[src/rtl/tmr_pkg.sv]
// tmr_pkg: definitions shared by the TMR fault monitor.
// It holds the classifier code constants, the health-state encoding, the lane index type,
// the streak counter width and a small popcount helper.
package tmr_pkg;

    localparam logic [1:0] CODE_ODD0  = 2'b00;
    localparam logic [1:0] CODE_ODD1  = 2'b01;
    localparam logic [1:0] CODE_ODD2  = 2'b10;
    localparam logic [1:0] CODE_AGREE = 2'b11;

    localparam int NUM_LANES = 3;

    // Wide enough for the largest legal threshold (15).
    localparam int STREAK_W = 4;

    typedef enum logic [1:0] {
        HEALTHY  = 2'b00,
        SUSPECT  = 2'b01,
        FAULTED  = 2'b10,
        DEGRADED = 2'b11
    } health_e;

    typedef logic [1:0] lane_t;

    function automatic logic [1:0] popcount3(input logic [2:0] v);
        return {1'b0, v[0]} + {1'b0, v[1]} + {1'b0, v[2]};
    endfunction

endpackage

[src/rtl/tmr_fault_monitor_if.sv]
// tmr_fault_monitor_if: groups the sample input channel and the fault-report channel.
//   in_valid / in_code : classifier samples; there is no backpressure.
//   rpt_valid / rpt_lane / rpt_ready : valid/ready fault-report channel.
// Modports:
//   master : the environment (classifier plus report consumer).
//   slave  : the monitor.
interface tmr_fault_monitor_if;
    import tmr_pkg::*;

    logic  in_valid;
    logic  [1:0] in_code;
    logic  rpt_valid;
    lane_t rpt_lane;
    logic  rpt_ready;

    modport master (
        output in_valid, in_code, rpt_ready,
        input  rpt_valid, rpt_lane
    );

    modport slave (
        input  in_valid, in_code, rpt_ready,
        output rpt_valid, rpt_lane
    );
endinterface

[src/rtl/tmr_streak_counter.sv]
// tmr_streak_counter: counts consecutive odd-one-out samples for one lane.
// The count saturates at THRESH.
// Ports:
//   clk, rst : clock and asynchronous active-high reset.
//   clear    : synchronous zero; takes priority over everything else.
//   inc      : this lane is the odd one out on an accepted sample.
//   zero     : an accepted sample that does not implicate this lane.
//   streak   : current streak value.
//   hit      : the streak is at THRESH after this edge because of an increment.
//              Using the post-edge value lets the fault flag rise on the same edge
//              as the sample that completes the streak.
module tmr_streak_counter
    import tmr_pkg::*;
#(
    parameter int THRESH = 4
) (
    input  logic                clk,
    input  logic                rst,
    input  logic                clear,
    input  logic                inc,
    input  logic                zero,
    output logic [STREAK_W-1:0] streak,
    output logic                hit
);
    localparam logic [STREAK_W-1:0] THRESH_V = STREAK_W'(THRESH);

    logic [STREAK_W-1:0] streak_q, streak_d;

    always_comb begin
        streak_d = streak_q;
        if (clear || zero) begin
            streak_d = '0;
        end else if (inc && streak_q != THRESH_V) begin
            streak_d = streak_q + 1'b1;
        end
        hit = inc && !clear && (streak_d == THRESH_V);
    end

    always_ff @(posedge clk or posedge rst) begin
        if (rst) begin
            streak_q <= '0;
        end else begin
            streak_q <= streak_d;
        end
    end

    assign streak = streak_q;
endmodule

[src/rtl/tmr_fault_monitor.sv]
// tmr_fault_monitor: tracks per-lane disagreement streaks from a TMR agreement classifier.
// It latches sticky lane faults, reports each new fault once over a valid/ready channel,
// and keeps a saturating error count and a health state.
// Ports:
//   clk, rst  : clock and asynchronous active-high reset.
//   bus       : sample channel and report channel (slave modport).
//   clear     : synchronous clear of all monitor state; drops a same-cycle sample.
//   fault     : sticky per-lane fault flags.
//   err_count : saturating count of accepted disagreeing samples.
//   state     : HEALTHY / SUSPECT / FAULTED / DEGRADED.
module tmr_fault_monitor
    import tmr_pkg::*;
#(
    parameter int THRESH = 4,
    parameter int CNT_W  = 8
) (
    input  logic                  clk,
    input  logic                  rst,
    tmr_fault_monitor_if.slave    bus,
    input  logic                  clear,
    output logic [NUM_LANES-1:0]  fault,
    output logic [CNT_W-1:0]      err_count,
    output health_e               state
);
    logic                 accept;
    logic [NUM_LANES-1:0] inc, zero, hit;
    logic [STREAK_W-1:0]  streak [NUM_LANES];
    logic                 streak_nz_q;

    logic [NUM_LANES-1:0] fault_q, fault_d;
    logic [NUM_LANES-1:0] pending_q, pending_d;
    logic                 rpt_valid_q, rpt_valid_d;
    lane_t                rpt_lane_q, rpt_lane_d;
    logic [CNT_W-1:0]     err_count_q, err_count_d;
    health_e              state_q, state_d;

    logic [NUM_LANES-1:0] new_fault;
    logic                 load, handshake, streak_nz_d;
    lane_t                load_lane;
    logic [NUM_LANES-1:0] load_mask;

    assign accept = bus.in_valid && !clear;

    always_comb begin
        for (int k = 0; k < NUM_LANES; k++) begin
            inc[k]  = accept && (bus.in_code == lane_t'(k));
            zero[k] = accept && (bus.in_code != lane_t'(k));
        end
    end

    for (genvar g = 0; g < NUM_LANES; g++) begin : g_lane
        tmr_streak_counter #(.THRESH(THRESH)) u_streak (
            .clk    (clk),
            .rst    (rst),
            .clear  (clear),
            .inc    (inc[g]),
            .zero   (zero[g]),
            .streak (streak[g]),
            .hit    (hit[g])
        );
    end

    assign streak_nz_q = (streak[0] != '0) || (streak[1] != '0) || (streak[2] != '0);

    always_comb begin
        // A lane already faulted keeps saturating but never reports again.
        new_fault = hit & ~fault_q;
        handshake = rpt_valid_q && bus.rpt_ready;
        // The output register refills only from empty, which leaves one idle cycle
        // between back-to-back reports and prevents a newly pending lane from preempting.
        load      = !rpt_valid_q && (pending_q != '0);
        if (pending_q[0]) begin
            load_lane = 2'd0;
            load_mask = 3'b001;
        end else if (pending_q[1]) begin
            load_lane = 2'd1;
            load_mask = 3'b010;
        end else begin
            load_lane = 2'd2;
            load_mask = 3'b100;
        end

        fault_d     = fault_q;
        pending_d   = pending_q;
        rpt_valid_d = rpt_valid_q;
        rpt_lane_d  = rpt_lane_q;
        err_count_d = err_count_q;
        state_d     = state_q;
        // Any streak is nonzero next cycle exactly when a disagreeing sample lands;
        // an agreeing sample zeroes them all, and no sample holds them.
        streak_nz_d = accept ? (bus.in_code != CODE_AGREE) : streak_nz_q;

        if (clear) begin
            fault_d     = '0;
            pending_d   = '0;
            rpt_valid_d = 1'b0;
            rpt_lane_d  = '0;
            err_count_d = '0;
            state_d     = HEALTHY;
        end else begin
            fault_d   = fault_q | new_fault;
            pending_d = (pending_q & ~(load ? load_mask : 3'b000)) | new_fault;
            if (load) begin
                rpt_valid_d = 1'b1;
                rpt_lane_d  = load_lane;
            end else if (handshake) begin
                rpt_valid_d = 1'b0;
            end
            if (accept && bus.in_code != CODE_AGREE && err_count_q != {CNT_W{1'b1}}) begin
                err_count_d = err_count_q + 1'b1;
            end
            if (popcount3(fault_d) >= 2'd2) begin
                state_d = DEGRADED;
            end else if (popcount3(fault_d) == 2'd1) begin
                state_d = FAULTED;
            end else if (streak_nz_d) begin
                state_d = SUSPECT;
            end else begin
                state_d = HEALTHY;
            end
        end
    end

    always_ff @(posedge clk or posedge rst) begin
        if (rst) begin
            fault_q     <= '0;
            pending_q   <= '0;
            rpt_valid_q <= 1'b0;
            rpt_lane_q  <= '0;
            err_count_q <= '0;
            state_q     <= HEALTHY;
        end else begin
            fault_q     <= fault_d;
            pending_q   <= pending_d;
            rpt_valid_q <= rpt_valid_d;
            rpt_lane_q  <= rpt_lane_d;
            err_count_q <= err_count_d;
            state_q     <= state_d;
        end
    end

    assign fault         = fault_q;
    assign err_count     = err_count_q;
    assign state         = state_q;
    assign bus.rpt_valid = rpt_valid_q;
    assign bus.rpt_lane  = rpt_lane_q;
endmodule

[src/flat_wrapper.sv]
// flat-port wrapper written by rule: the top's interface ports become plain ports
module tmr_fault_monitor_flat import tmr_pkg::*;
#(
    parameter int THRESH = 4,
    parameter int CNT_W  = 8
)
  (clk, rst, clear, fault, err_count, state, bus_in_valid, bus_in_code, bus_rpt_ready, bus_rpt_valid, bus_rpt_lane);
  tmr_fault_monitor_if bus_i ();
  input  logic clk;
  input  logic rst;
  input  logic clear;
  output logic [NUM_LANES-1:0] fault;
  output logic [CNT_W-1:0] err_count;
  output health_e state;
  input wire logic [$bits(bus_i.in_valid)-1:0] bus_in_valid;
  input wire logic [$bits(bus_i.in_code)-1:0] bus_in_code;
  input wire logic [$bits(bus_i.rpt_ready)-1:0] bus_rpt_ready;
  output wire logic [$bits(bus_i.rpt_valid)-1:0] bus_rpt_valid;
  output wire logic [$bits(bus_i.rpt_lane)-1:0] bus_rpt_lane;
  assign bus_i.in_valid = bus_in_valid;
  assign bus_i.in_code = bus_in_code;
  assign bus_i.rpt_ready = bus_rpt_ready;
  assign bus_rpt_valid = bus_i.rpt_valid;
  assign bus_rpt_lane = bus_i.rpt_lane;
  tmr_fault_monitor #(.THRESH(THRESH), .CNT_W(CNT_W)) u_core (.clk(clk), .rst(rst), .bus(bus_i), .clear(clear), .fault(fault), .err_count(err_count), .state(state));
endmodule
[config.mk]
export PLATFORM = sky130hd
export DESIGN_NAME = tmr_fault_monitor_flat
export DESIGN_NICKNAME = d
export VERILOG_FILES = /design/src/rtl/tmr_pkg.sv /design/src/rtl/tmr_fault_monitor_if.sv /design/src/rtl/tmr_streak_counter.sv /design/src/rtl/tmr_fault_monitor.sv /design/src/flat_wrapper.sv
export SDC_FILE = /design/constraint.sdc
export NUM_CORES = 1
export LEC_CHECK = 0
export ABC_CLOCK_PERIOD_IN_PS = 7800
export CORE_MARGIN = 2
export CORE_UTILIZATION = 38
export CTS_CLUSTER_SIZE = 24
export DETAILED_ROUTE_END_ITERATION = 10
export SYNTH_ARGS = -nofsm -noshare
export SYNTH_HDL_FRONTEND = slang
export SYNTH_HIERARCHICAL = 1
export SYNTH_SLANG_ARGS = --single-unit
[constraint.sdc]
create_clock -name clk -period 7.8 [get_ports clk]
set_input_delay 1.56 -clock clk [delete_from_list [all_inputs] [get_ports clk]]
set_output_delay 1.56 -clock clk [all_outputs]
set_load 0.02 [all_outputs]
# Yosys cells after proc, flatten, opt, wreduce, memory -nomap -nowiden
# Index checks and enable logic that the tools add are counted.
# W data, S select, Z words.
[word_totals]
ff_bits = 31
input_bits = 7
wordCells = 96
[classes]
add_sub_neg = 6
n_lt_le_gt_ge = 1
n_eq_ne = 13
muxes = 25
bitwise = 6
reduce_logical = 36
[op_table]
columns = ["operator", "n"]
rows = [
  ["$mux W4", 6],
  ["$logic_and A1 B1 Y1", 20],
  ["$mux W8", 2],
  ["$mux W3", 5],
  ["$mux W2", 7],
  ["$add A4 B1 Y4 const B", 3],
  ["$eq A4 B3 Y1 const B", 3],
  ["$ne A4 B3 Y1 const B", 3],
  ["$reduce_bool A4 Y1", 3],
  ["$add A8 B1 Y8 const B", 1],
  ["$ne A8 B8 Y1 const B", 1],
  ["$and A3 B3 Y3", 2],
  ["$not A3 Y3", 2],
  ["$or A3 B3 Y3", 2],
  ["$reduce_bool A2 Y1", 3],
  ["$reduce_bool A3 Y1", 2],
  ["$logic_or A1 B1 Y1", 5],
  ["$mux W1", 5],
  ["$eq A2 B1 Y1 const B", 2],
  ["$ne A2 B2 Y1 const B", 2],
  ["$add A1 B1 Y2", 1],
  ["$add A2 B1 Y2", 1],
  ["$eq A2 B2 Y1 const B", 1],
  ["$ge A2 B2 Y1 const B", 1],
  ["other kinds (3)", 4],
]

# Longest topological paths before layout
[depth]
ltp_word = 16
ltp_mapped = 11

# Cells and area by module
# The synthesis kept the hierarchy.
[modules_own_cells]
columns = ["module", "n_inst", "cells_per_inst", "area_each_um2"]
rows = [
  ["tmr_fault_monitor", 1, 106, 972.2],
  ["tmr_streak_counter (u_core.g_lane[1].u_streak ...)", 2, 31, 275.3],
  ["tmr_streak_counter (u_core.g_lane[0].u_streak)", 1, 33, 290.3],
]

# Worst setup path before layout
# No wires, ideal clock.
[synth_timing]
path_kind = "input to register"
startpoint = "in clear"
endpoint = "reg u_core.state_q[0] (netlist: u_core/state[0])"
t_arrival_ns = 4.201
required_time_ns = 7.722
path_slack_ns = 3.521
path_stages = 10
n_path_buf = 1
path_cell_list = "clkbuf_1 nand2b_1 nor3_1 inv_2 or4_4 a2111oi_2 nor2_1 fa_1 o21ai_1 a21oi_1"
[synth_between]
elab_chain_cells = 16
[synth_lines]
columns = ["element", "line_no", "text"]
rows = [
  ["start, declared", "flat_wrapper.sv:11", "input logic clear;"],
  ["$logic_not A1 Y1 *", "tmr_fault_monitor.sv:42", "assign accept = bus.in_valid && !clear;"],
  ["$logic_and A1 B1 Y1 *", "tmr_fault_monitor.sv:42", ""],
  ["$logic_and A1 B1 Y1 *", "tmr_fault_monitor.sv:46", "inc[k] = accept && (bus.in_code == lane_t'(k));"],
  ["via u_core.inc[0]", "tmr_fault_monitor.sv:26", "logic [NUM_LANES-1:0] inc, zero, hit;"],
  ["$logic_and A1 B1 Y1", "tmr_streak_counter.sv:33", "end else if (inc && streak_q != THRESH_V) begin"],
  ["$mux W4", "tmr_streak_counter.sv:33", ""],
  ["$mux W4", "tmr_streak_counter.sv:31", "if (clear || zero) begin"],
  ["$eq A4 B3 Y1", "tmr_streak_counter.sv:36", "hit = inc && !clear && (streak_d == THRESH_V);"],
  ["[1 not listed]", "--", ""],
  ["via u_core.hit[0]", "tmr_fault_monitor.sv:26", ""],
  ["[1 not listed]", "--", ""],
  ["$or A3 B3 Y3 *", "tmr_fault_monitor.sv:101", "fault_d = fault_q | new_fault;"],
  ["$add A1 B1 Y2 *", "tmr_pkg.sv:26", "return {1'b0, v[0]} + {1'b0, v[1]} + {1'b0, v[2]};"],
  ["$add A2 B1 Y2 *", "tmr_pkg.sv:26", ""],
  ["$eq A2 B1 Y1", "tmr_fault_monitor.sv:114", "end else if (popcount3(fault_d) == 2'd1) begin"],
  ["$mux W2", "tmr_fault_monitor.sv:114", ""],
  ["$mux W2 *", "tmr_fault_monitor.sv:112", "if (popcount3(fault_d) >= 2'd2) begin"],
  ["$mux W2 *", "tmr_fault_monitor.sv:93", "if (clear) begin"],
  ["via u_core.state_d[0]", "tmr_fault_monitor.sv:35", "health_e state_q, state_d;"],
  ["end signal, assigned", "tmr_fault_monitor.sv:138", "state_q <= state_d;"],
  ["end, declared", "tmr_fault_monitor.sv:35", ""],
]
# Mark *: on every way through the listed nets, which the timed path passes. The rest lies on a longest branch.
# A chain may end at the register's enable or synchronous reset.

# Worst setup path in the final report
# Same ends and word-level chain as after synthesis.

==> metrics.md <==
| Metric | Value |
|---|---|
| Run status | `finished, final reports clean` |
| Seq/Total Area, Yosys | `42.79%` |
| N_diodes | `0` |
| I/O Buffers | `22` |
| Power per cell area | `138.6 nW/um^2` |
| Max-Cap Viols | `0` |
| Post-synthesis compound-gate area fraction | `19.74%` |
| Hold buffers post-CTS | `0` |
| Max_slew headroom | `51.37%` |
| Multi-input logic area | `949.7 um^2` |
| Hold WC Path Type | `reg2reg` |
| Final ANT Viol Nets | `0` |
| Initial Util | `38.90%` |
| Total number of vias | `1509` |
| #FFs+latches synth | `31` |
| Post-synth EDFFs | `0` |
| CORE AREA | `4661 um^2` |
| Worst-margin pin slew | `0.7287 ns` |
| DRC errors left | `0` |
| Largest net degree at the start of global routing | `28` |
| DP HPWL | `2853 um` |
| Fill cells | `460` |
| Leakage power | `0.9129 nW` |
| CTS H-tree depth | `2` |
| VDD IR-drop max | `0.05880 mV` |
| Endpoints failing setup | `0` |
| Post-synthesis mux area share | `2.830%` |
| Final net count | `242` |
| Total die area | `5339 um^2` |
| Initial antenna violation count | `0` |
| CP Capture Type | `flop` |
| Final Cycle Share | `60.87%` |
| Num ports | `23` |
| Rows | `25` |
| Mapped Nets | `216` |
| Reg-to-reg setup timing slack | `5.02 ns` |
| Metal2 WL | `1719 um` |
| Clk sinks | `31` |
| WS Path Type | `in2reg` |
| Top layer reached by signal wires | `met4` |
| Max Slew Vio Count | `0` |
| Die height | `73.07 um` |
| Root buffer cell | `clkbuf_8` |
| Layout cell share with drive strength beyond 1 | `7.965%` |
| Fraction of synthesized cell area in xor and xnor cells | `0.9662%` |
| Synth Instances | `201` |
| Clock tree buffer depth | `2` |
| Reg area | `775.7 um^2` |
| Met1 wire length | `1896 um` |
| Drt wl/cell | `13.55 um` |
| Total congestion overflow | `0` |
| Synth Warn # | `6` |
| CTS tree | `yes` |
| Total global-route track usage | `16.16%` |
| Fmax | `210.6 MHz` |
| Post-CTS Setup Bufs | `0` |
| Worst Path Arrival | `4.95 ns` |
| Critical Path Start Type | `input port` |
| Hold Vio Cnt, Final | `0` |
| Most common cell after layout, fill and taps aside | `dfrtp_1` |
| TNS Setup | `0 ns` |
| RSZ-0062 raised after global routing | `false` |
| Most frequent cells in the layout | `dfrtp_1, clkdlybuf4s50_1, nor2_1` |
| Routed wire length | `3795 um` |
| Worst-skew pair later-pin latency | `0.27 ns` |
| Resized cells post-CTS | `0` |
| Synth Area in Adders | `5.935%` |
| Synth async-reset ratio | `100.0%` |
| Worst Path Max Fanout | `27` |
| Top_reg_cell synth | `dfrtp_1` |
| Post-Synth Simple-Gate Area | `22.91%` |
| Layout Area Growth over Synthesis | `19.39%` |
| Max Clock Skew | `0.003325 ns` |
| Req. time, crit path | `8.00 ns` |
| Total power | `0.3000 mW` |
| Placer Congestion | `0.7970` |
| First-pass GRT wire length | `6644 um` |
| Fin crit period | `4.748 ns` |
| TritonCTS Buffers | `5` |
| Largest family of logic cells by synthesized area | `simple AND/OR/NAND/NOR gates` |
| Syn_area_per_cell | `9.020 um^2` |
| Vias in the first global route | `1461` |
| Cell Area, Synth | `1813 um^2` |
| Die width | `73.07 um` |
| Vias/cell | `5.389` |
| Clock slew seen by the registers of the worst setup and hold paths | `0.06 ns` |
| Drt initial violations | `71` |
| Met3 WL post-DR | `130 um` |
| First-pass DRT Iterations | `4` |
| Unique masters post-synth | `47` |
-- area by class of cell --
type                       instances  area share, %
multi-input combinational        147          43.87
sequential                        31          35.84
timing repair buffer              23          10.52
clock buffer                       6          3.353
inverter                          19          3.295
tap                               54          3.121
-- flip-flops by register name (all words and copies together), names as in the netlist --
| name | count |
|---|---|
| u_core/state | 2 |
| u_core/bus.rpt_lane | 2 |
| u_core/fault | 3 |
| u_core/g_lane.u_streak/streak | 12 |
| u_core/err_count | 8 |
| u_core/pending_q | 3 |
| u_core/bus.rpt_valid | 1 |
-- through the flow --
step	utilization, %	worst slack, ns	hold slack [ns]	cell area [um^2]	instances
finish	46.44	3.052	0.5274	2165	280
global route	46.44	2.717	0.5683	2165	280
CTS	46.44	3.028	0.5286	2165	280
detailed placement	44.89	2.741	0.5174	2092	274
global placement	44.89	2.893	0.5208	2092	274
floorplan	-	3.521	0.5239	1813	201
-- synth_stat cells, types with 2 or more instances --
| library cell | n | area, um^2 |
|---|---|---|
| mux2i_1 | 4 | 40.04 |
| a21o_1 | 2 | 15.01 |
| a21oi_1 | 19 | 95.09 |
| clkbuf_1 | 3 | 11.26 |
| nand3b_1 | 4 | 30.03 |
| dfrtp_1 | 31 | 775.7 |
| or3_1 | 2 | 12.51 |
| a2111oi_2 | 3 | 45.04 |
| nand2_2 | 2 | 12.51 |
| o21ai_0 | 9 | 45.04 |
| a31oi_1 | 3 | 18.77 |
| o311ai_1 | 2 | 17.52 |
| inv_1 | 18 | 67.56 |
| nand4_1 | 3 | 18.77 |
| or4_1 | 2 | 15.01 |
| ha_1 | 7 | 87.58 |
| nand2b_1 | 4 | 25.02 |
| nor3_1 | 7 | 35.03 |
| o31ai_1 | 4 | 30.03 |
| nor2_1 | 22 | 82.58 |
| nand3_1 | 5 | 25.02 |
| a21boi_0 | 2 | 15.01 |
| xnor2_1 | 2 | 17.52 |
| nor2b_1 | 2 | 12.51 |
| o211ai_1 | 3 | 22.52 |
| nor4_1 | 3 | 18.77 |
| and2_1 | 2 | 12.51 |
| nand2_1 | 12 | 45.04 |
-- worst paths after layout --
| kind | start | endpoint | cells past startpoint |
|---|---|---|---|
| worst max-delay path | clear | u_core/state[0] | 11 |
| worst min-delay path | u_core/err_count[2] | u_core/err_count[2] | 1 |
| worst max register to register | u_core/g_lane[0].u_streak/streak[0] | u_core/state[0] | 9 |
| worst min register to register | u_core/err_count[2] | u_core/err_count[2] | 1 |
| max in group asynchronous | rst | u_core/fault[1] | 2 |
| min in group asynchronous | rst | u_core/g_lane[2].u_streak/streak[3] | 2 |
-- per-layer routing --
metal,track usage [%],up-vias
met1,22.04,710
met2,24.32,25
met3,4.834,4
met4,5.556,0
met5,0,-
li1,-,770
-- cells by family (layout without fill, tap and decap cells) --
family                   after synthesis  count (layout)
AO/OA/AOI/OAI                         54              54
XOR/XNOR                               2               2
adder cells (fa/ha/maj)                8               8
buffers and inverters                 23              48
flip-flops                            31              31
multiplexers                           5               5
AND/OR/NAND/NOR                       78              78
-- critical path, cell delays in order --
cell             delay (ns)
clkdlybuf4s50_1        0.40
buf_4                  0.22
nand2b_1               0.27
nor3_1                 0.51
inv_2                  0.12
or4_4                  0.55
a2111oi_2              0.37
nor2_1                 0.13
fa_1                   0.59
o21ai_1                0.08
a21oi_1                0.14
-- power by group --
part | total [mW] | internal [mW] | switching [mW]
Combinational | 0.0248 | 0.00894 | 0.0159
Sequential | 0.163 | 0.162 | 0.00133
Clock | 0.112 | 0.0593 | 0.0525
Note: power is estimated with default switching activity, not from simulation.
==> edit: new RTL, same settings <==
Reset style: synchronous (`rst`), changed in 2 clocked blocks. Comments in the files are not updated.
--- a/src/rtl/tmr_streak_counter.sv
+++ b/src/rtl/tmr_streak_counter.sv
@@ -38,3 +38,3 @@
 
-    always_ff @(posedge clk or posedge rst) begin
+    always_ff @(posedge clk) begin
         if (rst) begin
--- a/src/rtl/tmr_fault_monitor.sv
+++ b/src/rtl/tmr_fault_monitor.sv
@@ -123,3 +123,3 @@
 
-    always_ff @(posedge clk or posedge rst) begin
+    always_ff @(posedge clk) begin
         if (rst) begin
Behaviour: differs if rst is asserted again (counterexample within 4 cycles, from zero or initial values and one cycle with rst high); with rst held inactive, the same outputs for 10 cycles.
==> edit against the original RTL <==
Worst setup slack got worse by 0.052 ns. Clock power up 23%. Fmax shrank 1.1%. Register-to-register slack worse by 0.09 ns. Sequential power down 2%. Cell area down 5.9%. Sequential cell count is the same. Total power is 5.1% higher. First-iteration DRC count is 9.9% higher. Clock skew increased by 0.0021 ns. Core utilization increased by 0.99 points. Synthesized cell count is 1.5% lower. Wire length is 3.3% lower. Synthesized area down 7.7%. Critical endpoint is now u_core/state[0]$_SDFF_PP0_. Largest cell class unchanged.
==> edit: results <==
set metrics [dict create \
    crit_buf_inv 2 \
    place_inst 268 \
    finalNetCount 238 \
    drive_above_1_share_pct 10.7 \
    hpwl_um 2660 \
    wl_met2_um 1610 \
    arrival_ns 5.01 \
    vdd_drop_max_uv 77.8 \
    path_max_fanout 9 \
    syn_avg_cell_area_um2 8.46 \
    nFillCells 437 \
    ys_types 39 \
    grtUsageMet1_pct 20.9 \
    stdcell_area_um2 2040 \
    finalNonFillerCells 276 \
    grt_pass1_wl_um 6150 \
    hold-path-endpoint "u_core/bus.rpt_lane[0]$_SDFFE_PP0N_" \
    drt_iter0_drc 78 \
    hold_slack_ns 0.484 \
    met3_usage_pct 4.76 \
    status "finished clean" \
    synth_compound_area_share_pct 22.5 \
    met1Wirelength_um 1910 \
    holdPathStages 2 \
    muxShareOfSynthArea_pct 2.62 \
    min_from "u_core/bus.rpt_lane[0]$_SDFFE_PP0N_" \
    synthXorXnorAreaFrac_pct 0.523 \
    worstReg2RegStart "u_core/g_lane[2].u_streak/streak[0]$_SDFF_PP0_" \
    drt_wl_total_um 3670 \
    placed_area_um2 1940 \
    pre_cts_slack_ns 2.72 \
    grt_use_total_pct 15.4 \
    grtUsageMet2_pct 22.7 \
]
[edit: cell types whose count changed after synthesis, moves of 3 or more]
cell      unedited run  this run
mux2i_1              4         1
a31oi_1              3         0
or3_1                2         6
dfrtp_1             31         0
a21oi_1             19        25
nor3_1               7         2
inv_1               18        11
o211ai_1             3         6
dfxtp_1              0        31
[edit: layout make-up]
| class | count | area share [%] |
|---|---|---|
| clock buffer | 8 | 4.91 |
| multi-input combinational | 149 | 48.0 |
| tap | 52 | 3.19 |
| timing repair buffer | 22 | 10.8 |
| inverter | 14 | 2.58 |
| sequential | 31 | 30.5 |
[edit: power by group]
group / internal, mW / switching (mW) / leakage [nW]
Sequential: 0.159 / 0.000518 / 0.250
Combinational: 0.00737 / 0.0108 / 0.359
Clock: 0.0804 / 0.0574 / 0.0515
